==> config.mk <==
export PLATFORM = sky130hd
export DESIGN_NAME = five_branch_ctrl
export DESIGN_NICKNAME = d
export VERILOG_FILES = /design/src/rtl/five_ctrl_pkg.sv /design/src/rtl/five_br_decode.sv /design/src/rtl/five_branch_ctrl.sv
export SDC_FILE = /design/constraint.sdc
export NUM_CORES = 1
export LEC_CHECK = 0
export CAP_MARGIN = 30
export CORE_ASPECT_RATIO = 1.1
export CORE_MARGIN = 5
export CORE_UTILIZATION = 44
export DETAILED_ROUTE_END_ITERATION = 8
export GPL_TIMING_DRIVEN = 0
export PLACE_DENSITY = 0.9
export SLEW_MARGIN = 20
export SYNTH_ARGS = -nofsm -noshare
export SYNTH_HDL_FRONTEND = slang
export SYNTH_SLANG_ARGS = --single-unit
==> constraint.sdc <==
create_clock -name clk -period 3.8 [get_ports clk]
set_clock_uncertainty 0.05 [all_clocks]
set_input_delay 1.14 -clock clk [delete_from_list [all_inputs] [get_ports clk]]
set_output_delay 1.14 -clock clk [all_outputs]
set_load 0.01 [all_outputs]
==> src/rtl/five_ctrl_pkg.sv <==
// Shared definitions for the branch/halt sequencer: widths, opcodes and FSM states.
package five_ctrl_pkg;

    localparam int ADDR_W  = 12;
    localparam int INSTR_W = 16;
    localparam int OFF_W   = 8;

    localparam logic [3:0] OP_BZ  = 4'hA;
    localparam logic [3:0] OP_BNZ = 4'hC;
    localparam logic [3:0] OP_JMP = 4'hB;
    localparam logic [3:0] OP_HLT = 4'hF;

    typedef enum logic [1:0] {
        RUN   = 2'd0,
        FLUSH = 2'd1,
        HALT  = 2'd2
    } state_t;

endpackage

==> src/rtl/five_br_decode.sv <==
// Combinational decode of a fetched instruction against the current zero flag.
module five_br_decode
    import five_ctrl_pkg::*;
#(
    parameter int P_ADDR_W  = ADDR_W,
    parameter int P_INSTR_W = INSTR_W,
    parameter int P_OFF_W   = OFF_W
) (
    input  logic [P_INSTR_W-1:0] instr,
    input  logic                 z_q,
    output logic                 take_cond,
    output logic                 take_jmp,
    output logic                 is_hlt,
    output logic [P_ADDR_W-1:0]  offset_sext,
    output logic [P_ADDR_W-1:0]  target
);

    logic [3:0] opcode;

    assign opcode = instr[P_INSTR_W-1 -: 4];

    always_comb begin
        take_cond = 1'b0;
        take_jmp  = 1'b0;
        is_hlt    = 1'b0;
        case (opcode)
            OP_BZ:   take_cond = z_q;
            OP_BNZ:  take_cond = ~z_q;
            OP_JMP:  take_jmp  = 1'b1;
            OP_HLT:  is_hlt    = 1'b1;
            default: ;
        endcase
    end

    // Bits above the offset field replicate its sign bit.
    for (genvar gi = 0; gi < P_ADDR_W; gi++) begin : g_sext
        if (gi < P_OFF_W) begin : g_low
            assign offset_sext[gi] = instr[gi];
        end else begin : g_high
            assign offset_sext[gi] = instr[P_OFF_W-1];
        end
    end

    assign target = instr[P_ADDR_W-1:0];

endmodule

==> src/rtl/five_branch_ctrl.sv <==
// Branch/halt sequencer: RUN/FLUSH/HALT FSM, zero-flag register and registered PC controls.
module five_branch_ctrl
    import five_ctrl_pkg::*;
(
    input  logic               clk,
    input  logic               rst,
    input  logic [INSTR_W-1:0] instr,
    input  logic               instr_valid,
    input  logic               alu_zero,
    input  logic               alu_flag_we,
    input  logic               resume,
    output logic               cond_br,
    output logic               jmp,
    output logic               stop,
    output logic [ADDR_W-1:0]  br_offset,
    output logic [ADDR_W-1:0]  jmp_target,
    output logic               busy_flush
);

    state_t              state_reg, state_next;
    logic                z_reg;
    logic                cond_br_reg, cond_br_next;
    logic                jmp_reg, jmp_next;
    logic                stop_reg, busy_flush_reg;
    logic [ADDR_W-1:0]   br_offset_reg, br_offset_next;
    logic [ADDR_W-1:0]   jmp_target_reg, jmp_target_next;

    logic                take_cond, take_jmp, is_hlt;
    logic [ADDR_W-1:0]   offset_sext, target;

    five_br_decode u_decode (
        .instr       (instr),
        .z_q         (z_reg),
        .take_cond   (take_cond),
        .take_jmp    (take_jmp),
        .is_hlt      (is_hlt),
        .offset_sext (offset_sext),
        .target      (target)
    );

    always_comb begin
        state_next      = state_reg;
        cond_br_next    = 1'b0;
        jmp_next        = 1'b0;
        br_offset_next  = br_offset_reg;
        jmp_target_next = jmp_target_reg;
        case (state_reg)
            RUN: begin
                if (instr_valid) begin
                    if (take_cond) begin
                        cond_br_next   = 1'b1;
                        br_offset_next = offset_sext;
                        state_next     = FLUSH;
                    end else if (take_jmp) begin
                        jmp_next        = 1'b1;
                        jmp_target_next = target;
                        state_next      = FLUSH;
                    end else if (is_hlt) begin
                        state_next = HALT;
                    end
                end
            end
            // The instruction fetched behind a taken control transfer is dropped undecoded.
            FLUSH: if (instr_valid) state_next = RUN;
            HALT:  if (resume) state_next = RUN;
            default: state_next = RUN;
        endcase
    end

    always_ff @(posedge clk) begin
        if (rst) begin
            state_reg      <= RUN;
            z_reg          <= 1'b0;
            cond_br_reg    <= 1'b0;
            jmp_reg        <= 1'b0;
            stop_reg       <= 1'b0;
            busy_flush_reg <= 1'b0;
            br_offset_reg  <= '0;
            jmp_target_reg <= '0;
        end else begin
            state_reg      <= state_next;
            // Decode above reads the old flag; the written value is seen next cycle.
            if (alu_flag_we) z_reg <= alu_zero;
            cond_br_reg    <= cond_br_next;
            jmp_reg        <= jmp_next;
            stop_reg       <= (state_next == HALT);
            busy_flush_reg <= (state_next == FLUSH);
            br_offset_reg  <= br_offset_next;
            jmp_target_reg <= jmp_target_next;
        end
    end

    assign cond_br    = cond_br_reg;
    assign jmp        = jmp_reg;
    assign stop       = stop_reg;
    assign busy_flush = busy_flush_reg;
    assign br_offset  = br_offset_reg;
    assign jmp_target = jmp_target_reg;

endmodule

==> results.yml, run 1 <==
status:
  outcome: "finished clean"
layout:
  diodes: 0
  multi_input_area_um2: 528
  drive_gt1_frac: 0.0756
  seq_area_um2: 541
  final_cell_area_um2: 1700
  area_delta_synth_final_pct: 48.7
  nets: 195
  fillCellCount: 196
  largest_reg_flops: 12
  postLayoutCoreUtil: 0.680
route:
  drtIter0Drc: 19
  met1_length_um: 1180
  ant_nets: 0
  top_layer: "met4"
  drcViolationCount: 0
  wl_per_cell_um: 14.3
  drt-vias-per-instance: 5.15
  met3_wirelength_um: 204
  routed_wirelength_um: 2900
  firstDrtPassIters: 4
  dr_wl_met2_um: 1460
  vias: 1045
die:
  rows: 19
  die-area_um2: 3710
  core-area_um2: 2500
  die_h_um: 63.4
  initial_core_util: 0.457
  io_pins: 50
  dieWidth_um: 58.6
sta:
  tightest_slew_ps: 425
  fin_crit_sh: 0.688
  fin_crit_ps: 2620
  rsz0062_at_grt: "false"
  setup_tns_ps: 0
  setup_viol: 0
  slew_headroom: 0.716
  hold_violations: 0
  fmax_ghz: 0.382
  maxSlewViolCount: 0
  fin_ws_ps: 1180
synth:
  avgSynthCellArea_um2: 9.59
  syn_area_um2: 1140
  syn_inst: 119
  yosys_warnings: 0
  yosys.area.top_type: "dfxtp_1"
  synth-seq-cells: 27
  synth_edf_count: 0
  ys_top_cells_by_area: "dfxtp_1, nand2b_1, mux2i_1, a21oi_1, nand3_1"
  synth_top_area_share: 0.474
  ys.flop_type: "dfxtp_1"
  synth_fp_nets: 141
  synth-seq-area-share: 0.474
  async_reset_ff_frac: 0
  synth.distinct_cells: 24
clock_network:
  clk_pin_slew_ps: 130
  htreeDepth: 1
  clk_path_buf_depth: 2
  clkLatencyLatePin_ps: 320
  clock_sinks: 27
  cts_root_buf: "clkbuf_4"
  tritoncts: "built"
  tritoncts.num_buffers: 3
  post-cts-setup-buffers: 0
  post_cts_resized: 0
  holdBufCountCts: 0
min_path:
  hold_path_class: "reg -> reg"
worst_setup_path:
  criticalPathCategory: "reg -> out"
  critPathRequiredTime_ps: 2610
  setup.worst_path.start_class: "register"
  crit_path_max_fanout: 6
  end_kind: "output pin"
  worstPathArrival_ps: 1430
global_route:
  grt_pass1_vias: 1126
  grt_pass1_wl_um: 4980
  grt_usage: 0.170
  gr-total-overflow: 0
  antenna_found_initial: 0
  grt_start_max_net_pins: 15
place:
  placed_area_um2: 1670
  gp_congestion: 0.829
  io_buffers: 49
  hpwl_um: 2240
  place_ws_ps: 963
power_and_ir_drop:
  power_leakage_nw: 0.566
  peakVddDrop_mv: 0.246
  p_per_area_nw_per_um2: 282
job:
  drv_cap: 0
-- through the flow --
step | cells | total power, W | hold slack [ps]
floorplan | 119 | 0.000324 | 427
global placement | 199 | 0.000362 | 409
detailed placement | 199 | 0.000364 | 419
CTS | 203 | 0.000482 | 437
global route | 203 | 0.000510 | 469
finish | 203 | 0.000479 | 440
-- worst max-delay path: stages (launching register included) --
cell and delay (ps):
dfxtp_1 440, buf_4 140, clkdlybuf4s50_1 530
-- layer usage --
layer	vias up	global-route usage
li1	515	-
met1	493	0.189
met2	30	0.291
met3	7	0.0612
met4	0	0.0609
met5	-	0
-- cells by family after synthesis --
| group | share of synthesized area |
|---|---|
| AND/OR/NAND/NOR | 0.229 |
| multiplexers | 0.0790 |
| AO/OA/AOI/OAI | 0.155 |
| flip-flops | 0.474 |
| buffers and inverters | 0.0636 |
-- cells in the mapped netlist (2+ instances only) --
| cell type | count |
|---|---|
| a21oi_1 | 13 |
| a21boi_0 | 2 |
| nand2b_1 | 17 |
| buf_4 | 4 |
| dfxtp_1 | 27 |
| nand3b_1 | 2 |
| o21a_1 | 2 |
| nand3_1 | 12 |
| clkbuf_1 | 6 |
| o21ai_0 | 12 |
| mux2i_1 | 9 |
-- cell usage in the layout (no fill, tap or decap) --
cell type / n
or3b_1: 1
nand4bb_4: 1
nor2b_1: 1
clkbuf_1: 7
buf_4: 4
clkbuf_4: 3
dfxtp_1: 27
a21boi_0: 2
buf_6: 1
o32ai_1: 1
nor2_1: 1
nand4_1: 1
nand3_1: 12
nand2b_1: 17
inv_1: 1
and4bb_2: 1
nand3b_1: 2
and3b_2: 1
mux2i_1: 9
clkdlybuf4s50_1: 49
o21a_1: 2
a21oi_1: 13
buf_2: 1
nor3_1: 1
o21ai_0: 12
a211oi_2: 1
-- final cells by class --
type / instances / share of cell area
Buffer: 12 / 0.0406
Sequential cell: 27 / 0.319
Tap cell: 31 / 0.0229
Inverter: 1 / 0.00221
Multi-Input combinational cell: 79 / 0.311
Timing Repair Buffer: 49 / 0.289
Clock buffer: 4 / 0.0155
-- worst paths after layout --
kind,end,cells past startpoint,slack [ps],startpoint
worst max-delay path,br_offset[11],2,1180,br_offset[7]
worst min-delay path,jmp_target[9],2,440,jmp_target[9]
worst max register to register,br_offset[6],4,2280,z_reg
worst min register to register,jmp_target[9],2,440,jmp_target[9]
-- report_power, final --
part | leakage, nW | internal, W | total, W | switching (W)
registers | 0.218 | 0.000288 | 0.000290 | 0.00000271
logic | 0.333 | 0.0000393 | 0.0000678 | 0.0000285
clock network | 0.0150 | 0.0000411 | 0.000121 | 0.0000795
Power figures use the tool's default switching activity.
==> run 2: changes to the inputs <==
--- a/config.mk
+++ b/config.mk
@@ -8,10 +8,10 @@
 export CAP_MARGIN = 30
 export CORE_ASPECT_RATIO = 1.1
 export CORE_MARGIN = 5
-export CORE_UTILIZATION = 44
+export CORE_UTILIZATION = 41
 export DETAILED_ROUTE_END_ITERATION = 8
 export GPL_TIMING_DRIVEN = 0
-export PLACE_DENSITY = 0.9
+export PLACE_DENSITY = 0.85
 export SLEW_MARGIN = 20
 export SYNTH_ARGS = -nofsm -noshare
 export SYNTH_HDL_FRONTEND = slang
==> constraint.sdc (replaced) <==
create_clock -name clk -period 2.5 [get_ports clk]
set_clock_uncertainty 0.05 [all_clocks]
set_input_delay 0.75 -clock clk [delete_from_list [all_inputs] [get_ports clk]]
set_output_delay 0.75 -clock clk [all_outputs]
set_load 0.01 [all_outputs]
==> run 2 against run 1 <==
  * Hold slack got worse by 2.4 ps
  * Largest power group unchanged
  * Non-clock buffer count did not move
  * Critical path depth unchanged
  * Combinational power up 53%
  * Core utilization down 5.6 points
  * Flip-flop and latch count did not move
  * Highest routed layer unchanged
  * Wire length is 3.2% lower
  * Clock-buffer cell count is 1 lower
  * Critical path type unchanged
  * Critical endpoint is now br_offset[8]
  * Die area rose by 6.1%
==> results.yml, run 2 (synthesized netlist as in run 1, its figures left out) <==
place:
  placed_area_um2: 1670
  place_ws_ps: 21.1
  dp.cells: 201
  hpwl_um: 2270
  io_buffers: 49
  gp_congestion: 0.776
global_route:
  grt_pass1_wl_um: 4730
  gr-usage-met2: 0.268
  use_met3: 0.0452
  grt_use_met1: 0.176
  grt_usage: 0.151
  grt_pass1_vias: 1076
  top_usage_layer: "met2"
  antenna_found_initial: 0
  grt_start_max_net_pins: 16
  gr-total-overflow: 0
layout:
  drive_gt1_frac: 0.0814
  final_cell_mix: "clkdlybuf4s50_1, dfxtp_1, nand2b_1, a21oi_1"
  diodes: 0
  layout_commonest_cell: "clkdlybuf4s50_1"
  area_delta_synth_final_pct: 49.0
  nets: 195
  largest_reg_flops: 12
  final_cell_area_um2: 1700
  instances_no_fill: 205
clock_network:
  clkLatencyLatePin_ps: 320
  cts_root_buf: "clkbuf_4"
  holdBufCountCts: 0
  clk_pin_slew_ps: 150
  post-cts-setup-buffers: 0
  post_cts_resized: 0
  tritoncts.num_buffers: 3
  tritoncts: "built"
  clk_path_buf_depth: 2
  htreeDepth: 1
  clock_sinks: 27
route:
  drcViolationCount: 0
  wl_per_cell_um: 13.7
  vias: 1063
  drt-vias-per-instance: 5.19
  drtIter0Drc: 22
  ant_nets: 0
  firstDrtPassIters: 5
  routed_wirelength_um: 2810
die:
  initial_core_util: 0.418
  dieWidth_um: 60.3
  rows: 20
  die-area_um2: 3940
  die_h_um: 65.3
  io_pins: 50
  core-area_um2: 2730
sta:
  hold_violations: 0
  maxSlewViolCount: 0
  setup_tns_ps: 0
  fin_crit_sh: 0.883
  fin_crit_ps: 2210
  rsz0062_at_grt: "false"
  tightest_slew_ps: 445
  fin_ws_ps: 292
  hold_ws_ps: 437
  setup_viol: 0
  slew_headroom: 0.703
  fmax_ghz: 0.453
job:
  drv_cap: 0
power_and_ir_drop:
  p_int_w: 0.000557
  comb_power_share: 0.142
  netSwitchingFraction: 0.235
  p_per_area_nw_per_um2: 428
  power_leakage_nw: 0.569
  p_sw_w: 0.000171
  peakVddDrop_mv: 0.327
  seqPwrFrac: 0.606
  clockPowerShare: 0.252
worst_setup_path:
  crit_path_max_fanout: 6
  r2r-end: "br_offset[3]"
  criticalPathCategory: "reg -> out"
  setup.worst_path.start_class: "register"
  worst_r2r_path_depth: 4
  critPathRequiredTime_ps: 1700
  end_kind: "output pin"
  r2r_slack_ps: 950
  r2r_start: "z_reg"
  worstPathArrival_ps: 1410
min_path:
  worstHoldStart: "br_offset[0]"
  whs_path_depth: 2
  hold_path_class: "reg -> reg"
  min_to: "br_offset[0]"
status:
  outcome: "finished clean"
[run 2: critical path, cell delays in order (launching register included)]
cell and delay, ps:
dfxtp_1 440, buf_4 140, clkdlybuf4s50_1 520
[run 2: how the worst max path moves through the flow]
stage / start / endpoint / cells after the start
CTS: br_offset[7] / br_offset[8] / 2
global placement: instr[14] / br_offset[2] / 5
finish: br_offset[7] / br_offset[8] / 2
global route: br_offset[7] / br_offset[8] / 2
detailed placement: instr[14] / br_offset[3] / 5
floorplan: instr[13] / br_offset[0] / 4
[run 2: per-layer routing]
metal,vias up,wire (µm)
li1,520,-
met1,505,1090
met2,36,1450
met3,2,236
met4,0,23
met5,-,0
[run 2: through the flow]
step            util  total power, W
2_1_floorplan      -        0.000492
3_3_place_gp   0.613        0.000551
3_5_place_dp   0.613        0.000554
4_1_cts        0.623        0.000731
5_1_grt        0.623        0.000762
6_report       0.623        0.000728
[run 2: area by class of cell]
type	instances	area (µm²)
Clock buffer	3	22.5
Buffer	12	68.8
Timing Repair Buffer	49	490
Tap cell	33	41.3
Inverter	1	3.75
Clock inverter	1	5.00
Sequential cell	27	541
Multi-Input combinational cell	79	528
Fill cell	232	1030
[run 2: power by group through the flow]
| stage | combinational (W) | sequential [W] | clock (W) |
|---|---|---|---|
| after global routing | 0.000112 | 0.000442 | 0.000207 |
| after global placement | 0.000101 | 0.000450 | 0 |
| final | 0.000104 | 0.000441 | 0.000183 |
| after detailed placement | 0.000104 | 0.000450 | 0 |
| after CTS | 0.000104 | 0.000441 | 0.000186 |
| after floorplan | 0.0000400 | 0.000452 | 0 |
==> run 3: changes to the inputs <==
--- a/config.mk
+++ b/config.mk
@@ -5,12 +5,12 @@
 export SDC_FILE = /design/constraint.sdc
 export NUM_CORES = 1
 export LEC_CHECK = 0
+export ABC_AREA = 1
 export CAP_MARGIN = 30
 export CORE_ASPECT_RATIO = 1.1
 export CORE_MARGIN = 5
 export CORE_UTILIZATION = 41
 export DETAILED_ROUTE_END_ITERATION = 8
-export GPL_TIMING_DRIVEN = 0
 export PLACE_DENSITY = 0.85
 export SLEW_MARGIN = 20
 export SYNTH_ARGS = -nofsm -noshare
==> run 3 against run 2 <==
  * Non-clock buffer count is 11 lower
  * Total power is 2.9% higher
  * Core utilization is 2.6 points lower
  * Largest cell class is now registers
==> results.yml, run 3 <==
global_route:
  grt_pass1_wl_um: 4550
  grt_start_max_net_pins: 24
  grt_pass1_vias: 1079
  grt_usage: 0.150
  gr-total-overflow: 0
  antenna_found_initial: 0
worst_setup_path:
  worstPathArrival_ps: 1340
  criticalPathCategory: "reg -> out"
  critPathRequiredTime_ps: 1700
  worst_r2r_path_depth: 6
  critical_path_buf_inv_count: 1
  critical_path.cell_chain: "clkdlybuf4s50_1"
  crit_path_max_fanout: 6
  setup.worst_path.start_class: "register"
  max_stage_delay_ps: 570
  path_depth: 1
  end_kind: "output pin"
  cpLargestDelayFamily: "buffers and inverters"
  cpMaxStageDelayCell: "clkdlybuf4s50_1"
route:
  firstDrtPassIters: 4
  wl_per_cell_um: 12.5
  drt-vias-per-instance: 4.80
  routed_wirelength_um: 2800
  drtIter0Drc: 26
  drcViolationCount: 0
  vias: 1076
  ant_nets: 0
die:
  io_pins: 50
  initial_core_util: 0.421
  core-area_um2: 2730
  die_h_um: 65.5
  dieWidth_um: 60.4
  die-area_um2: 3960
  rows: 20
synth:
  syn_inst: 147
  yosys_warnings: 0
  synth_common_cells: "nor2_1, dfxtp_1, nand2_1, inv_1"
  ys.flop_type: "dfxtp_1"
  synth_top_area_share: 0.471
  synth_fp_nets: 169
  yosys.area.top_type: "dfxtp_1"
  avgSynthCellArea_um2: 7.81
  synth.distinct_cells: 21
  synth-seq-cells: 27
  async_reset_ff_frac: 0
  synth_most_common_cell: "nor2_1"
  syn_area_um2: 1150
  synth-seq-area-share: 0.471
  synth_edf_count: 0
  ys_top_cells_by_area: "dfxtp_1, nor2_1, nor2_2, nand2_1, o21ai_0"
sta:
  setup_viol: 0
  maxSlewViolCount: 0
  fin_crit_sh: 0.857
  fin_crit_ps: 2140
  fmax_ghz: 0.467
  slew_headroom: 0.592
  setup_tns_ps: 0
  tightest_slew_ps: 611
  hold_violations: 0
  fin_ws_ps: 357
  rsz0062_at_grt: "false"
status:
  outcome: "finished clean"
place:
  place_ws_ps: 332
  io_buffers: 49
  gp_congestion: 0.807
  dp.cells: 220
  hpwl_um: 2170
power_and_ir_drop:
  power_leakage_nw: 0.675
  peakVddDrop_mv: 0.282
  p_per_area_nw_per_um2: 459
clock_network:
  tritoncts: "built"
  cts_root_buf: "clkbuf_4"
  tritoncts.num_buffers: 3
  clk_path_buf_depth: 2
  holdBufCountCts: 0
  clkLatencyLatePin_ps: 340
  clock_sinks: 27
  post_cts_resized: 0
  clk_pin_slew_ps: 150
  post-cts-setup-buffers: 0
  htreeDepth: 1
min_path:
  hold_path_class: "reg -> reg"
  whs_path_depth: 2
layout:
  area_delta_synth_final_pct: 42.1
  seq_area_um2: 541
  final_cell_mix: "clkdlybuf4s50_1, nor2_1, dfxtp_1, nand2_1, inv_1"
  largest_reg_flops: 12
  multi_input_area_um2: 463
  fillCellCount: 255
  drive_gt1_frac: 0.126
  layout_commonest_cell: "clkdlybuf4s50_1"
  postLayoutCoreUtil: 0.598
  instances_no_fill: 224
  diodes: 0
  nets: 214
job:
  drv_cap: 0
==> run 3: changes by cell type after synthesis, moves of 3 or more <==
cell | previous run | this run
a21oi_2 | 0 | 3
o21ai_1 | 0 | 4
nand2_1 | 0 | 13
nand3_1 | 12 | 8
inv_2 | 0 | 4
nand2b_1 | 17 | 0
inv_1 | 1 | 12
buf_6 | 1 | 4
clkbuf_1 | 6 | 1
nor2_2 | 0 | 9
o21ai_0 | 12 | 9
mux2i_1 | 9 | 0
a21oi_1 | 13 | 8
nor2_1 | 1 | 31
==> run 3: worst reg2reg max path: cells and delay by family (launching register included) <==
family / cells / cell delay, ps
AND/OR/NAND/NOR: 3 / 430
buffers and inverters: 2 / 250
AO/OA/AOI/OAI: 1 / 90
flip-flops: 1 / 350
==> run 3: worst paths after layout <==
check | from | to | slack (ps)
worst max-delay path | br_offset[7] | br_offset[10] | 360
worst min-delay path | br_offset[0] | br_offset[0] | 460
worst min register to register | br_offset[0] | br_offset[0] | 460
worst max register to register | state_reg[1] | jmp_target[8] | 1280
==> run 3: layout make-up <==
type	count	area share
Timing Repair Buffer	50	0.305
Clock buffer	3	0.0138
Tap cell	33	0.0253
Inverter	16	0.0368
Sequential cell	27	0.332
Clock inverter	1	0.00307
Multi-Input combinational cell	94	0.284
==> run 3: cells by family (layout without fill, tap and decap cells) <==
group	Yosys count	after routing	synth area share
AND/OR/NAND/NOR	68	68	0.276
flip-flops	27	27	0.471
AO/OA/AOI/OAI	26	26	0.128
buffers and inverters	26	70	0.125
==> run 3: power by group <==
group | leakage (nW) | switching (W) | internal (W)
Clock | 0.0177 | 0.000131 | 0.0000603
Combinational | 0.438 | 0.0000513 | 0.0000587
Sequential | 0.219 | 0.00000633 | 0.000441
Total | 0.675 | 0.000189 | 0.000560
==> run 3: per-stage QoR <==
stage | hold slack (ps) | total power, W | instance area [µm²]
after floorplan | 463 | 0.000505 | 1150
after global placement | 418 | 0.000563 | 1600
after detailed placement | 434 | 0.000567 | 1600
after CTS | 466 | 0.000754 | 1630
after global routing | 494 | 0.000782 | 1630
final | 462 | 0.000749 | 1630
==> run 3: layer usage <==
layer / up-vias / GRT usage / routed length (µm)
li1: 545 / - / -
met1: 486 / 0.162 / 1080
met2: 40 / 0.281 / 1430
met3: 5 / 0.0236 / 232
met4: 0 / 0.0569 / 51
met5: - / 0 / 0
